$ cat config.mk
export PLATFORM = sky130hd
export DESIGN_NAME = minmax_compare_sequencer
export DESIGN_NICKNAME = d
export VERILOG_FILES = /design/src/rtl/minmax_compare_sequencer_pkg.sv /design/src/rtl/minmax_compare_sequencer.sv
export SDC_FILE = /design/constraint.sdc
export NUM_CORES = 1
export LEC_CHECK = 0
export BUFFER_PORTS_ARGS = -buffer_cell sky130_fd_sc_hd__buf_2
export CAP_MARGIN = 40
export CORE_MARGIN = 1
export CORE_UTILIZATION = 25
export CTS_CLUSTER_DIAMETER = 40
export CTS_CLUSTER_SIZE = 10
export DETAILED_ROUTE_END_ITERATION = 16
export MAX_ROUTING_LAYER = met4
export SLEW_MARGIN = 20
export SYNTH_ARGS = -nofsm -noshare
export SYNTH_HDL_FRONTEND = slang
export SYNTH_SLANG_ARGS = --single-unit
$ cat constraint.sdc
create_clock -name clk -period 1.9 [get_ports clk]
set_clock_uncertainty 0.1 [all_clocks]
set_input_delay 0.38 -clock clk [delete_from_list [all_inputs] [get_ports clk]]
set_output_delay 0.38 -clock clk [all_outputs]
set_load 0.01 [all_outputs]
$ cat src/rtl/minmax_compare_sequencer_pkg.sv
// Shared types and comparator flag decode for consumers of the 4-bit subtract-compare block.
// Flags come from a-b: lt/gt are signed and use n^v.
package minmax_compare_sequencer_pkg;

   typedef enum logic [1:0] {
      IDLE   = 2'd0,
      CMPMAX = 2'd1,
      CMPMIN = 2'd2,
      DONE   = 2'd3
   } state_t;

   function automatic logic f_lt(input logic n, input logic v);
      return n ^ v;
   endfunction

   function automatic logic f_gt(input logic n, input logic v, input logic z);
      return ~(n ^ v) & ~z;
   endfunction

   function automatic logic f_eq(input logic z);
      return z;
   endfunction

endpackage

$ cat src/rtl/minmax_compare_sequencer.sv
// Drives each sample against the stored max, then the stored min, through one shared comparator.
// Tracks the signed running max/min of a frame and hands {max,min} out on valid/ready.
module minmax_compare_sequencer
   import minmax_compare_sequencer_pkg::*;
#(
   parameter int W         = 4,
   parameter int FRAME_LEN = 8
) (
   input  logic         clk,
   input  logic         rst,
   input  logic         clr,
   input  logic         in_valid,
   input  logic [W-1:0] in_data,
   output logic         in_ready,
   output logic [W-1:0] cmp_a,
   output logic [W-1:0] cmp_b,
   input  logic         cmp_v,
   input  logic         cmp_n,
   input  logic         cmp_z,
   output logic         out_valid,
   output logic [W-1:0] out_max,
   output logic [W-1:0] out_min,
   input  logic         out_ready
);

   localparam int CW = $clog2(FRAME_LEN + 1);
   localparam logic [CW-1:0] LAST = CW'(FRAME_LEN);

   state_t         state;
   logic [CW-1:0]  cnt;
   logic [W-1:0]   sample_r, max_r, min_r;
   logic           first, lt, gt;

   // The first sample of a frame seeds max/min but still walks both compare cycles.
   assign first = (cnt == '0);
   assign lt    = f_lt(cmp_n, cmp_v);
   assign gt    = f_gt(cmp_n, cmp_v, cmp_z);

   always_ff @(posedge clk) begin
      if (rst) begin
         state     <= IDLE;
         cnt       <= '0;
         sample_r  <= '0;
         max_r     <= '0;
         min_r     <= '0;
         in_ready  <= 1'b0;
         cmp_a     <= '0;
         cmp_b     <= '0;
         out_valid <= 1'b0;
         out_max   <= '0;
         out_min   <= '0;
      end else if (clr) begin
         state     <= IDLE;
         cnt       <= '0;
         in_ready  <= 1'b1;
         cmp_a     <= '0;
         cmp_b     <= '0;
         out_valid <= 1'b0;
      end else begin
         case (state)
            IDLE: begin
               in_ready <= 1'b1;
               if (in_valid && in_ready) begin
                  sample_r <= in_data;
                  cmp_a    <= in_data;
                  cmp_b    <= max_r;
                  in_ready <= 1'b0;
                  state    <= CMPMAX;
               end
            end
            CMPMAX: begin
               if (first || gt) max_r <= sample_r;
               cmp_b <= min_r;
               state <= CMPMIN;
            end
            CMPMIN: begin
               if (first || lt) min_r <= sample_r;
               cnt   <= cnt + CW'(1);
               cmp_a <= '0;
               cmp_b <= '0;
               if (cnt + CW'(1) == LAST) begin
                  // max_r already settled last cycle; min is resolved here
                  out_valid <= 1'b1;
                  out_max   <= max_r;
                  out_min   <= (first || lt) ? sample_r : min_r;
                  state     <= DONE;
               end else begin
                  in_ready <= 1'b1;
                  state    <= IDLE;
               end
            end
            DONE: begin
               if (out_ready) begin
                  out_valid <= 1'b0;
                  cnt       <= '0;
                  in_ready  <= 1'b1;
                  state     <= IDLE;
               end
            end
            default: state <= IDLE;
         endcase
      end
   end

endmodule

-- Yosys cells after proc, flatten, opt, wreduce, memory -nomap -nowiden
Cells that the tools add are included.
- bits in registers: 36
- logic and storage cells: 65
- add/sub/neg operators: 1
- equality and inequality tests: 9
- mux-type cells: 19
- bitwise operators: 5
- reduce and logical (&&, ||, !) cells: 20
- operators with widths (operator ; count):
    two-way mux 4 bit ; 4
    case mux 4 bit (2 select lines) ; 2
    AND reduction 3 bit ; 5
    case mux 4 bit (3 select lines) ; 1
    AND reduction 2 bit ; 5
    case mux 2 bit (4 select lines) ; 1
    two-way mux 1 bit ; 6
    two-way mux 2 bit ; 3
    inequality test 2 bit (second input constant) ; 3
    inequality test 3 bit (second input constant) ; 2
    adder 4 x 1 -> 4 bit (second input constant) ; 1
    equality test 2 bit (second input constant) ; 2
    equality test 4 bit (second input constant) ; 1
    logical NOT 4 bit ; 1
    nonzero test 2 bit ; 2
    nonzero test 4 bit ; 1
    inverter 1 bit ; 3
    case mux 1 bit (3 select lines) ; 1
    nonzero test 3 bit ; 1
    equality test 2 x 1 -> 1 bit (second input constant) ; 1
    logical NOT 2 bit ; 1
    logical OR 1 bit ; 2
    case mux 1 bit (2 select lines) ; 1
    OR reduction 2 bit ; 1
    other kinds (3) ; 3

-- Depth between registers and ports, before layout
- word-level depth: 5
- depth in mapped cells: 8

-- Least setup slack after synthesis
Ideal clock, no wire load.
- path type: reg-to-reg
- start: register state[0]
- end: register out_max[2]
- arrival: 1.535 ns
- slack: 0.137 ns
- cell stages (with the launch flop): 9
- path buffers: 2
- period minus slack after synthesis: 1.763 ns
- cells stage by stage: dfxtp_1 -> inv_1 -> ha_1 -> buf_4 -> nand3_1 -> a211oi_4 -> buf_6 -> mux2i_1 -> nor2_1
- longest elaborated chain between the ends: 2
- ends and longest elaborated chain (element ; line ; source):
    start, declared ; minmax_compare_sequencer.sv:29 ; state_t state;
    start signal, assigned ; minmax_compare_sequencer.sv:41 ; state <= IDLE;
    start signal, assigned ; minmax_compare_sequencer.sv:53 ; state <= IDLE;
    start signal, assigned ; minmax_compare_sequencer.sv:68 ; state <= CMPMAX;
    equality test 2 bit ; minmax_compare_sequencer.sv:60 ; case (state)
    AND reduction 3 bit (no line) ; -- ;
    end signal, assigned ; minmax_compare_sequencer.sv:84 ; out_max <= max_r;
    end, declared ; minmax_compare_sequencer.sv:21 ; output logic [W-1:0] out_max,
No other way between the ends.
A chain may end at the register's enable or synchronous reset.

-- Final worst setup path
- start: register cnt[1]
- end: register out_max[3]
- longest elaborated chain between the ends: 3
- ends and longest elaborated chain (element ; line ; source):
    start, declared ; minmax_compare_sequencer.sv:30 ; logic [CW-1:0] cnt;
    start signal, assigned ; minmax_compare_sequencer.sv:78 ; cnt <= cnt + CW'(1);
    adder 4 x 1 -> 4 bit ; minmax_compare_sequencer.sv:81 ; if (cnt + CW'(1) == LAST) begin
    equality test 4 bit ; minmax_compare_sequencer.sv:81 ;
    AND reduction 3 bit (no line) ; -- ;
No other way between the ends.

==> metrics <==
Die Width 84.44 µm; DRC 1; CTS tree done; Max Clk Rate 560.8 MHz; Core Box Area 0.006459 mm²; CTS Buf Count 5; final setup margin 0.1170 ns; RSZ-0062 raised after global routing no; Crit Path Max Fanout 13; Avg Inst Size Synth 9.285 µm²; Cell Area, Synth 0.001699 mm²; Crit Reg-Reg Endpoint out_max[3]; CP endpoint kind register; initial antenna violation count 0; Yosys cell types 38; vias per cell 4.718; site row count 29; Pleak 0.8167 nW; cells after synthesis 183; peak supply drop 0.0002838 V; fraction of registers with async set/reset 0; top_reg_cell synth dfxtp_1; IO buf count 29; dpl ws 0.07330 ns; Period minus WS final 1.783 ns; Initial Util 0.2631; final setup violation count 0; Data arrival, critical path 1.86 ns; period utilization 0.9384; Die H 84.44 µm; main area contributors after synthesis dfxtp_1 (42%), mux2i_1 (12%), nor2_1 (6.6%); Antenna Cells 0; R2R Path Start cnt[1]; H-tree depth 2; Slew HR 0.7346; post-detail-place hpwl 2886 µm; most frequent cells in the layout dfxtp_1 (35), nor2_1 (30), buf_2 (29); share of post-route cells with drive strength above 1 0.2535; Yosys reg bits 36; Worst-path clk slew 0.07 ns; 1st-pass router iterations 10; largest net degree at the start of global routing 27; type of the worst setup path register to register; Hold Buf Count CTS 0; grt ovf 0; Critical Path Source cnt[1]; failing checks design-rule violations; Layout area overhead 21.13%; commonest non-fill, non-tap cell in the layout dfxtp_1; Worst Hold Class input port to register; post-synth top area share 0.4242; Post-DRT Antenna Nets 0; fillers 690; Sink Count 36; PD cells 721.1 mW/mm²; Overall Power 1.484 mW; post-synthesis sequential area ratio 0.4242; Routed WL 3908 µm; global placer's final weighted congestion 0.8014; vias in the first global route 1323; Post-Syn Nets 201; Ys Warns 0; Final #Nets 235; Worst Setup Start Kind register; die area 0.007130 mm²; max-cap viol count 0; post-synth top area cell dfxtp_1; Critical Path End out_max[3]; setup TNS 0 ns; initial drt markers 105; Slew @ Worst Pin 0.3966 ns; first-pass GRT wire length 6423 µm; outcome finished, violations left; routed vias 1387; CTS max path bufs 2; Hold Slack 0.2454 ns; I/O Pins 30; critical path data required time 1.98 ns; clock insertion delay at the later pin of the skew report 0.29 ns; final count of hold timing violations 0; CTS root buf clkbuf_8; R2R depth 6; EDFF count, synth 0; drt wl/cell 13.29 µm; gr usage total 0.1191; fin. max-slew vios 0; setup slack, reg-to-reg 0.12 ns
-- worst max-delay path: stages (launching register included) --
cell and delay (ns):
dfxtp_1 0.43, ha_1 0.26, nand3_1 0.16, a211oi_4 0.29
buf_12 0.18, mux2i_1 0.20, nor2_1 0.05
-- state kept, by name, summed over array words and instances, names as in the netlist, 4 cells and up --
register	flops
out_min	4
min_r	4
sample_r	4
out_max	4
max_r	4
cmp_b	4
cnt	4
cmp_a	4
-- power breakdown --
| group | internal (mW) | switching (mW) | total, mW |
|---|---|---|---|
| logic | 0.0473 | 0.0679 | 0.115 |
| clock network | 0.323 | 0.269 | 0.592 |
| registers | 0.766 | 0.0106 | 0.777 |
-- layer usage --
| metal | track usage | share of wire | routed length, µm | up-vias |
|---|---|---|---|---|
| met5 | - | 0 | 0 | - |
| met4 | 0.06317 | 0.018 | 71 | 0 |
| met3 | 0.02753 | 0.042 | 166 | 6 |
| met2 | 0.1841 | 0.47 | 1853 | 32 |
| met1 | 0.1445 | 0.46 | 1817 | 642 |
| li1 | - | - | - | 707 |
-- cells in the mapped netlist (all sizes together) (5+ instances only) --
cell type / instances
nand3: 6
clkbuf: 5
dfxtp: 36
nor2: 30
o21ai: 5
ha: 6
inv: 6
a21oi: 9
mux2i: 21
nand2b: 10
a211oi: 6
nand2: 9
a311oi: 6
-- layout make-up --
type,count,area [µm²],area share
Sequential cell,36,721.9,0.3508
Clock buffer,7,96.34,0.04681
Inverter,6,22.52,0.01094
Timing Repair Buffer,35,202.7,0.09848
Multi-Input combinational cell,133,918.4,0.4462
Tap cell,77,96.34,0.04681
-- worst min-delay path by stage --
stage	start	end	cells after the start
2_1_floorplan	max_r[0]	max_r[0]	2
3_3_place_gp	out_valid	out_valid	2
3_5_place_dp	out_valid	out_valid	2
4_1_cts	in_data[2]	sample_r[2]	3
5_1_grt	in_data[2]	sample_r[2]	3
6_report	in_data[2]	sample_r[2]	3
-- through the flow --
| step | area [µm²] | util | cells |
|---|---|---|---|
| finish | 2058 | 0.3187 | 294 |
| floorplan | 1699 | - | 183 |
| global route | 2058 | 0.3187 | 294 |
| CTS | 2052 | 0.3177 | 294 |
| detailed placement | 1956 | 0.3028 | 287 |
| global placement | 1956 | 0.3028 | 287 |
-- cells by family after synthesis --
kind of cell / Yosys count / synth area share
xor gates and xnor gates: 1 / 0.005156
DFF: 36 / 0.4242
and+or+nand+nor: 69 / 0.1988
adders and majority gates: 6 / 0.04418
muxes: 21 / 0.1237
AOI/OAI and AO/OA: 36 / 0.1657
buffers and inverters: 14 / 0.03828
-- what timing repair did --
action | 4_1_cts | 5_1_grt
setup endpoints to repair | 0 | 14
gates resized for setup | 0 | 3
buffers inserted | 0 | 0
No activity file was read; power rests on OpenSTA's default activity.
